### src/rtl/sap_fetch_seq.sv
// sap_fetch_seq: SAP fetch/execute sequencer.
// Holds PC, MAR, IR and data_reg, and runs a six-state one-hot ring T1..T6.
// Optional single-step gating is enabled with `define SAP_STEP_EN (adds STEP).
module sap_fetch_seq #(
  parameter int         ADDR_W     = 4,
  parameter int         DATA_W     = 8,
  parameter logic [3:0] HLT_OPCODE = 4'hF,
  parameter logic [3:0] OUT_OPCODE = 4'hE
) (
  input  logic              CLK,
  input  logic              CLR_,
`ifdef SAP_STEP_EN
  input  logic              STEP,
`endif
  input  logic [DATA_W-1:0] ROM_Out,
  output logic [ADDR_W-1:0] address,
  output logic              CE_,
  output logic [3:0]        opcode,
  output logic [ADDR_W-1:0] operand,
  output logic [5:0]        T_state,
  output logic [DATA_W-1:0] data_reg,
  output logic              data_valid,
  output logic              out_strobe,
  output logic              HLT
);

  // One-hot ring; all-zero encoding doubles as the halted state.
  typedef enum logic [5:0] {
    S_HALT = 6'b000000,
    S_T1   = 6'b000001,
    S_T2   = 6'b000010,
    S_T3   = 6'b000100,
    S_T4   = 6'b001000,
    S_T5   = 6'b010000,
    S_T6   = 6'b100000
  } state_t;

  state_t            state, state_nx;
  logic [ADDR_W-1:0] pc, mar;
  logic [DATA_W-1:0] ir;
  logic              adv;
  logic              memref;

`ifdef SAP_STEP_EN
  assign adv = STEP;
`else
  assign adv = 1'b1;
`endif

  assign opcode  = ir[DATA_W-1 -: 4];
  assign operand = ir[ADDR_W-1:0];
  // LDA, ADD, SUB read a second ROM word in T5.
  assign memref  = (opcode == 4'h0) || (opcode == 4'h1) || (opcode == 4'h2);

  // Ring state register; reset aborts straight back to T1.
  always_ff @(posedge CLK or negedge CLR_) begin
    if (!CLR_)    state <= S_T1;
    else if (adv) state <= state_nx;
  end

  // Ring advance; HLT in T4 drops into the all-zero halted state for good.
  always_comb begin
    state_nx = state;
    case (state)
      S_T1:    state_nx = S_T2;
      S_T2:    state_nx = S_T3;
      S_T3:    state_nx = S_T4;
      S_T4:    state_nx = (opcode == HLT_OPCODE) ? S_HALT : S_T5;
      S_T5:    state_nx = S_T6;
      S_T6:    state_nx = S_T1;
      default: state_nx = S_HALT;
    endcase
  end

  // Datapath registers, each updated on the edge that closes its T-state.
  always_ff @(posedge CLK or negedge CLR_) begin
    if (!CLR_) begin
      pc       <= '0;
      mar      <= '0;
      ir       <= '0;
      data_reg <= '0;
    end else if (adv) begin
      case (state)
        S_T1:    mar <= pc;
        S_T2:    pc  <= pc + ADDR_W'(1);
        S_T3:    ir  <= ROM_Out;
        S_T4:    if (memref) mar <= operand;
        S_T5:    if (memref) data_reg <= ROM_Out;
        default: ;
      endcase
    end
  end

  // Strobes decode from registered state only, never from inputs.
  always_comb begin
    address    = mar;
    T_state    = state;
    HLT        = (state == S_HALT);
    CE_        = !((state == S_T3) || ((state == S_T5) && memref));
    out_strobe = (state == S_T4) && (opcode == OUT_OPCODE);
    data_valid = (state == S_T6) && memref;
  end

endmodule

### config.mk
export PLATFORM = sky130hd
export DESIGN_NAME = sap_fetch_seq
export DESIGN_NICKNAME = d
export VERILOG_FILES = /design/src/rtl/sap_fetch_seq.sv
export SDC_FILE = /design/constraint.sdc
export NUM_CORES = 1
export LEC_CHECK = 0
export ABC_AREA = 1
export BUFFER_PORTS_ARGS = -buffer_cell sky130_fd_sc_hd__buf_2
export CAP_MARGIN = 20
export CORE_ASPECT_RATIO = 0.75
export CORE_MARGIN = 2
export CORE_UTILIZATION = 40
export DETAILED_ROUTE_END_ITERATION = 16
export PLACE_DENSITY = 0.64
export SYNTH_ARGS = -nofsm -noshare
export SYNTH_HDL_FRONTEND = slang
export SYNTH_SLANG_ARGS = --single-unit
### constraint.sdc
create_clock -name CLK -period 1.3 [get_ports CLK]
set_input_delay 0.195 -clock CLK [delete_from_list [all_inputs] [get_ports CLK]]
set_output_delay 0.195 -clock CLK [all_outputs]
set_load 0.005 [all_outputs]
==> flow_metrics.tcl, run 1 <==
set metrics [dict create \
    hold_violations 0 \
    setup_viol 13 \
    clock.fmax_ghz 0.634 \
    cts_max_level 2 \
    clock_path_buffers 2 \
    die-height_um 54.8 \
    postSynthAreaPerCell_um2 9.28 \
    grt_overflow 0 \
    path_class "reg2out" \
    max_slew.worst_pin.slew_ns 0.381 \
    cp.arrival_ns 1.38 \
    yosysWarnings 0 \
    vdd_drop_max_mv 0.505 \
    leakagePower_nw 1.10 \
    cts_tree "yes" \
    violations "negative setup slack" \
    globalplace.congestion 0.755 \
    startpoint_type "register" \
    fin_nets 233 \
    dp.final_hpwl_mm 2.31 \
    hold_end "data_reg[4]" \
    hold_ws_ns 0.181 \
    routed_wl_mm 3.56 \
    maxSlewHeadroom_pct 74.6 \
    regToRegEndpoint "data_reg[3]" \
    grtUsageTotal_pct 18.6 \
    grt_setup_unrepaired "true" \
    yosysUniqueCellTypes 21 \
    drv_slew 0 \
    num_antenna_cells 0 \
    ant_nets 0 \
    netlist_area_um2 1370 \
    coreArea_um2 3290 \
    dieArea_um2 3920 \
    fin_skew_ns 0.00519 \
    pre_cts_slack_ns -0.0347 \
    clk_latency_ns 0.28 \
    post-route-period-util_pct 121 \
    antenna_found_initial 0 \
    grt_max_degree 31 \
    worstPathRequired_ns 1.11 \
    seq_area_frac_synth_pct 54.7 \
    viasPerCell 4.84 \
    p_per_area_nw_per_um2 793 \
    total_power_w 0.00168 \
    crit_path_end_kind "output pin" \
    grt_pass1_vias 1219 \
    drcViolationCount 0 \
    setup_ws_ns -0.278 \
    ys_ff_latch 30 \
    die_w_um 71.7 \
    numCtsBuffers 5 \
    via_count 1272 \
    crit_fanout 4 \
    cts.clk_slew.worst_paths_ns 0.06 \
    synthArstFlopShare_pct 100 \
    rr_startpoint "T_state[2]" \
    syn-num-nets 159 \
    reg2reg_slack_ns -0.09 \
    drt_iter0_markers 66 \
    yosysTopAreaCell "dfrtp_1" \
    cts_sinks 30 \
    num_io_pins 40 \
    min_delay_path_depth 3 \
    min-delay-start "ROM_Out[4]" \
    outcome "finished, violations left" \
    area_delta_synth_final_pct 53.7 \
    ys_top_cells_by_area "dfrtp_1 53%, nand2_1 12%, o21ai_2 5.1%" \
    fin_crit_ns 1.58 \
    drv_cap 0 \
    core.rowCount 18 \
    portBuffers 39 \
    synth_ff_type "dfrtp_1" \
    fillCellCount 275 \
    grt_first_pass_wirelength_mm 5.28 \
    synth_edf_count 0 \
    cts-root-buf "clkbuf_8" \
    synthCells 148 \
    initial_core_util_pct 41.8 \
    firstDrtPassIters 4 \
    routedWlPerCell_um 13.5 \
    synth_top_area_share_pct 52.8 \
    hp-class "in2reg" \
    drive_gt1_share_pct 54.3 \
    rr_worst_depth 7 \
]
-- stage by stage --
stage               utilization, %  instances  area, um2  setup TNS (ns)
finish                        64.2        263       2110           -1.59
global route                  64.2        263       2110           -2.80
CTS                           57.0        252       1880           -1.77
detailed placement            51.3        236       1690          -0.234
global placement              51.3        236       1690         -0.0118
floorplan                        -        148       1370               0
-- worst max-delay path, cell delays in order, from the launching register on --
cell and delay (ns):
dfstp_2 0.56, nor2_4 0.06, buf_4 0.14, nand4_4 0.07, inv_1 0.07, a21oi_2 0.10, buf_2 0.12
-- area by class of cell --
class                           instances  area [um2]  area share (%)
Clock buffer                            8        80.1            3.79
Inverter                               18        71.3            3.38
Tap cell                               40        50.0            2.37
Sequential cell                        30         754            35.7
Multi-Input combinational cell         98         693            32.8
Timing Repair Buffer                   69         463            21.9
-- report_power, final --
group | switching (W) | internal [W] | leakage, nW | total (W)
combinational | 0.0000307 | 0.0000151 | 0.731 | 0.0000459
sequential | 0 | 0.000934 | 0.329 | 0.000934
clock | 0.000316 | 0.000379 | 0.0395 | 0.000695
-- cell usage after synthesis (3+ instances only) --
cell	number
o21ai_2	8
o21ai_0	9
nand3_1	7
dfrtp_1	29
nand2_1	44
nor2_1	8
inv_1	18
nor3_1	3
nand4_1	5
-- how the worst max path moves through the flow --
stage / startpoint / to / slack (ns) / cells after the start
4_1_cts: T_state[1] / out_strobe / -0.32 / 4
5_1_grt: T_state[2] / data_valid / -0.34 / 4
6_report: T_state[0] / CE_ / -0.28 / 6
3_3_place_gp: T_state[5] / address[2] / -0.006 / 8
2_1_floorplan: T_state[2] / data_reg[0] / 0.02 / 7
3_5_place_dp: T_state[5] / address[2] / -0.03 / 8
-- logic make-up after synthesis --
family | after synthesis | synth area share [%]
flip-flops | 30 | 54.7
adder cells (fa/ha/maj) | 1 | 0.911
buffers and inverters | 20 | 6.10
AND/OR/NAND/NOR | 77 | 28.2
AO/OA/AOI/OAI | 18 | 8.74
XOR/XNOR | 2 | 1.28
-- metal layers --
| layer | share of wire [%] | routed length (um) | up-vias | track usage [%] |
|---|---|---|---|---|
| met5 | 0 | 0 | - | 0 |
| met4 | 1.1 | 40 | 0 | 7.23 |
| met3 | 4.7 | 166 | 7 | 7.55 |
| met2 | 53 | 1900 | 31 | 32.7 |
| met1 | 41 | 1450 | 611 | 20.7 |
| li1 | - | - | 623 | - |
-- placed cells by master, fill, tap and decap left out --
cell | Yosys | layout
a21oi_2 | 0 | 1
buf_2 | 1 | 38
buf_4 | 0 | 20
buf_6 | 1 | 10
clkbuf_1 | 0 | 3
clkbuf_8 | 0 | 5
clkinvlp_4 | 0 | 1
dfrtp_1 | 29 | 27
dfrtp_2 | 0 | 2
dfstp_2 | 1 | 1
dlygate4sd3_1 | 0 | 1
ha_1 | 1 | 1
inv_1 | 18 | 16
inv_2 | 0 | 1
nand2_1 | 44 | 30
nand2_2 | 0 | 11
nand2_4 | 2 | 3
nand2_8 | 0 | 2
nand3_1 | 7 | 1
nand3_2 | 0 | 5
nand3_4 | 0 | 1
nand4_1 | 5 | 5
nand4_4 | 1 | 1
nor2_1 | 8 | 6
nor2_2 | 2 | 2
nor2_4 | 2 | 4
nor2_8 | 1 | 1
nor3_1 | 3 | 1
nor3_2 | 0 | 2
nor4_2 | 0 | 1
nor4_4 | 0 | 1
o21ai_0 | 9 | 9
o21ai_2 | 8 | 8
xnor2_1 | 2 | 2
-- repair_timing --
item / in CTS / in global routing
hold buffers: 1 / 0
setup endpoints to repair: 26 / 29
resized for setup: 11 / 39
setup buffers: 7 / 11
cloned: 0 / 0
endpoints found under the hold margin: 29 / 0
pin swaps: 5 / 8
Note: power is estimated with default switching activity, not from simulation.
==> inputs of run 2 (changes only) <==
Settings changed: ABC_AREA 1 to unset, GPL_TIMING_DRIVEN set to 0.
==> run 2 against run 1 <==
  * The run still ends with negative setup slack left
  * Register-to-register slack worse by 0.68 ns
  * Critical path depth fell by 1
  * Worst setup slack lost 0.52 ns
  * Maximum frequency is 25% lower
  * Non-clock buffer count decreased by 4
  * Die area decreased by 4.0%
  * Power increased by 10%
  * Sequential power rose by 5.2%
  * Sequential cell count is the same
  * Sequential share of layout area increased by 2.4 points
  * Via count fell by 20%
  * Core utilization up 0.68 points
  * Largest cell class unchanged
  * Largest power group unchanged
  * Highest routed layer unchanged
==> flow_metrics.tcl, run 2 <==
set metrics [dict create \
    portBuffers 39 \
    violations "negative setup slack" \
    drv_slew 0 \
    cts.clk_slew.worst_paths_ns 0.06 \
    grt_first_pass_wirelength_mm 4.69 \
    ys_ff_latch 30 \
    ys_top_cells_by_area "dfrtp_1 55%, mux2_4 9.1%, mux2_2 7.7%" \
    synthArstFlopShare_pct 100 \
    final_common_cell "buf_2" \
    worstPathRequired_ns 1.11 \
    fin_tns_setup_ns -18.26 \
    synthTopCellsByCount "29 x dfrtp_1, 9 x mux2_2, 8 x mux2_4" \
    firstDrtPassIters 4 \
    via_count 1013 \
    yosysTopAreaCell "dfrtp_1" \
    rr_worst_depth 5 \
    cts_max_level 2 \
    vdd_drop_max_mv 0.718 \
    seq_area_frac_synth_pct 57.2 \
    drcViolationCount 0 \
    cp.arrival_ns 1.90 \
    yosysWarnings 0 \
    setup_ws_ns -0.800 \
    startpoint_type "register" \
    ant_nets 0 \
    hp-class "in2reg" \
    crit_fanout 7 \
    clock.fmax_ghz 0.476 \
    synth_edf_count 0 \
    num_antenna_cells 0 \
    dp.final_hpwl_mm 1.90 \
    crit_path_end_kind "output pin" \
    syn-num-nets 107 \
    netlist_area_um2 1320 \
    min_delay_path_depth 2 \
    path_class "reg2out" \
    drt_iter0_markers 28 \
    grt_max_degree 31 \
    grtUsageTotal_pct 17.2 \
    synth_top_area_share_pct 55.2 \
    initial_core_util_pct 43.2 \
    antenna_found_initial 0 \
    num_io_pins 40 \
    leakagePower_nw 0.992 \
    die-height_um 53.7 \
    postSynthAreaPerCell_um2 13.7 \
    grt_overflow 0 \
    setup_viol 33 \
    coreArea_um2 3040 \
    p_per_area_nw_per_um2 935 \
    maxSlewHeadroom_pct 56.1 \
    viasPerCell 4.99 \
    routed_wl_mm 3.09 \
    fin_skew_ns 0.00394 \
    grt_pass1_vias 980 \
    post-route-period-util_pct 162 \
    drv_cap 0 \
    outcome "finished, violations left" \
    max_slew.worst_pin.slew_ns 0.659 \
    synth.most_common_cell "dfrtp_1" \
    area_delta_synth_final_pct 50.1 \
    core.rowCount 17 \
    fin_nets 175 \
    cts_sinks 30 \
    total_power_w 0.00185 \
    dieArea_um2 3770 \
    drive_gt1_share_pct 65.5 \
    clock_path_buffers 2 \
    clk_latency_ns 0.28 \
    final_cell_mix "38 x buf_2, 28 x dfrtp_1, 17 x buf_4, 9 x mux2_4" \
    yosysUniqueCellTypes 32 \
    numCtsBuffers 5 \
    routedWlPerCell_um 15.2 \
    die_w_um 70.2 \
    cts_tree "yes" \
    synthCells 96 \
    fillCellCount 246 \
    hold_violations 0 \
    cts-root-buf "clkbuf_8" \
    synth_ff_type "dfrtp_1" \
    globalplace.congestion 0.770 \
    fin_crit_ns 2.10 \
    grt_setup_unrepaired "true" \
]
## run 2: cell types whose count changed in the layout (fill, tap and decap cells not counted), moves of 5 or more
cell | before | now
inv_1 | 16 | 5
mux2_2 | 0 | 8
mux2_4 | 0 | 9
nand2_1 | 30 | 0
nand2_2 | 11 | 0
nand3_2 | 5 | 0
nand4_1 | 5 | 0
nor2_1 | 6 | 0
o21ai_0 | 9 | 0
o21ai_2 | 8 | 0
## run 2: metrics by stage
step	setup slack, ns	util, %	cell area [um2]	hold slack (ns)	std cells
2_1_floorplan	-0.693	-	1330	-0.101	96
3_3_place_gp	-0.841	51.7	1570	0.265	173
3_5_place_dp	-0.897	51.7	1570	0.268	173
4_1_cts	-0.964	58.7	1780	0.152	188
5_1_grt	-0.865	64.9	1970	0.158	203
6_report	-0.800	64.9	1970	0.160	203
## run 2: logic make-up (layout without fill, tap and decap cells)
family | count (synthesis) | after routing | share of synthesized area (%)
flip-flops | 30 | 30 | 57.2
AND/OR/NAND/NOR | 25 | 25 | 14.1
multiplexers | 17 | 17 | 16.8
AO/OA/AOI/OAI | 10 | 10 | 5.42
buffers and inverters | 10 | 79 | 3.52
XOR/XNOR | 3 | 3 | 2.00
adder cells (fa/ha/maj) | 1 | 1 | 0.951
## run 2: worst max-delay path, stage by stage (launching register included)
cell       delay, ns
dfrtp_2         0.42
or4_4           0.56
nand4bb_1       0.22
buf_6           0.16
and2_4          0.15
buf_6           0.10
## run 2: area by class of cell
| class | count | area, um2 | area share (%) |
|---|---|---|---|
| multi-input cells | 56 | 622 | 31.5 |
| clock buffers | 7 | 86.3 | 4.37 |
| flip-flops and latches | 30 | 753 | 38.1 |
| clock inverters | 1 | 5.00 | 0.253 |
| well taps | 38 | 47.5 | 2.41 |
| inverters | 6 | 22.5 | 1.14 |
| plain buffers | 2 | 18.8 | 0.951 |
| repair buffers | 63 | 419 | 21.2 |
## run 2: final timing paths
path	from	endpoint	slack, ns
setup / recovery	T_state[3]	CE_	-0.80
hold / removal	ROM_Out[2]	ir[2]	0.16
setup reg to reg	T_state[5]	ir[5]	-0.77
hold reg to reg	pc[3]	pc[3]	0.48
max in group asynchronous	CLR_	T_state[3]	0.35
min in group asynchronous	CLR_	pc[1]	0.48
## run 2: per-layer routing
layer / share of wire (%) / up-vias / wire length (um) / GRT usage (%)
met2: 46 / 25 / 1430 / 25.7
met1: 48 / 497 / 1470 / 21.8
li1: - / 487 / - / -
met4: 1.4 / 0 / 44 / 10.6
met5: 0 / - / 0 / 0
met3: 4.8 / 4 / 147 / 5.99
## run 2: what timing repair did
action / 4_1_cts / 5_1_grt
hold buffers: 1 / 0
pin swaps: 6 / 11
gates resized for setup: 14 / 26
buffers inserted: 6 / 19
endpoints found under the setup margin: 34 / 34
endpoints found under the hold margin: 29 / 0
## run 2: power breakdown
| group | internal [W] | switching, W |
|---|---|---|
| Sequential | 0.000959 | 0.0000235 |
| Clock | 0.000426 | 0.000332 |
| Combinational | 0.0000578 | 0.0000461 |
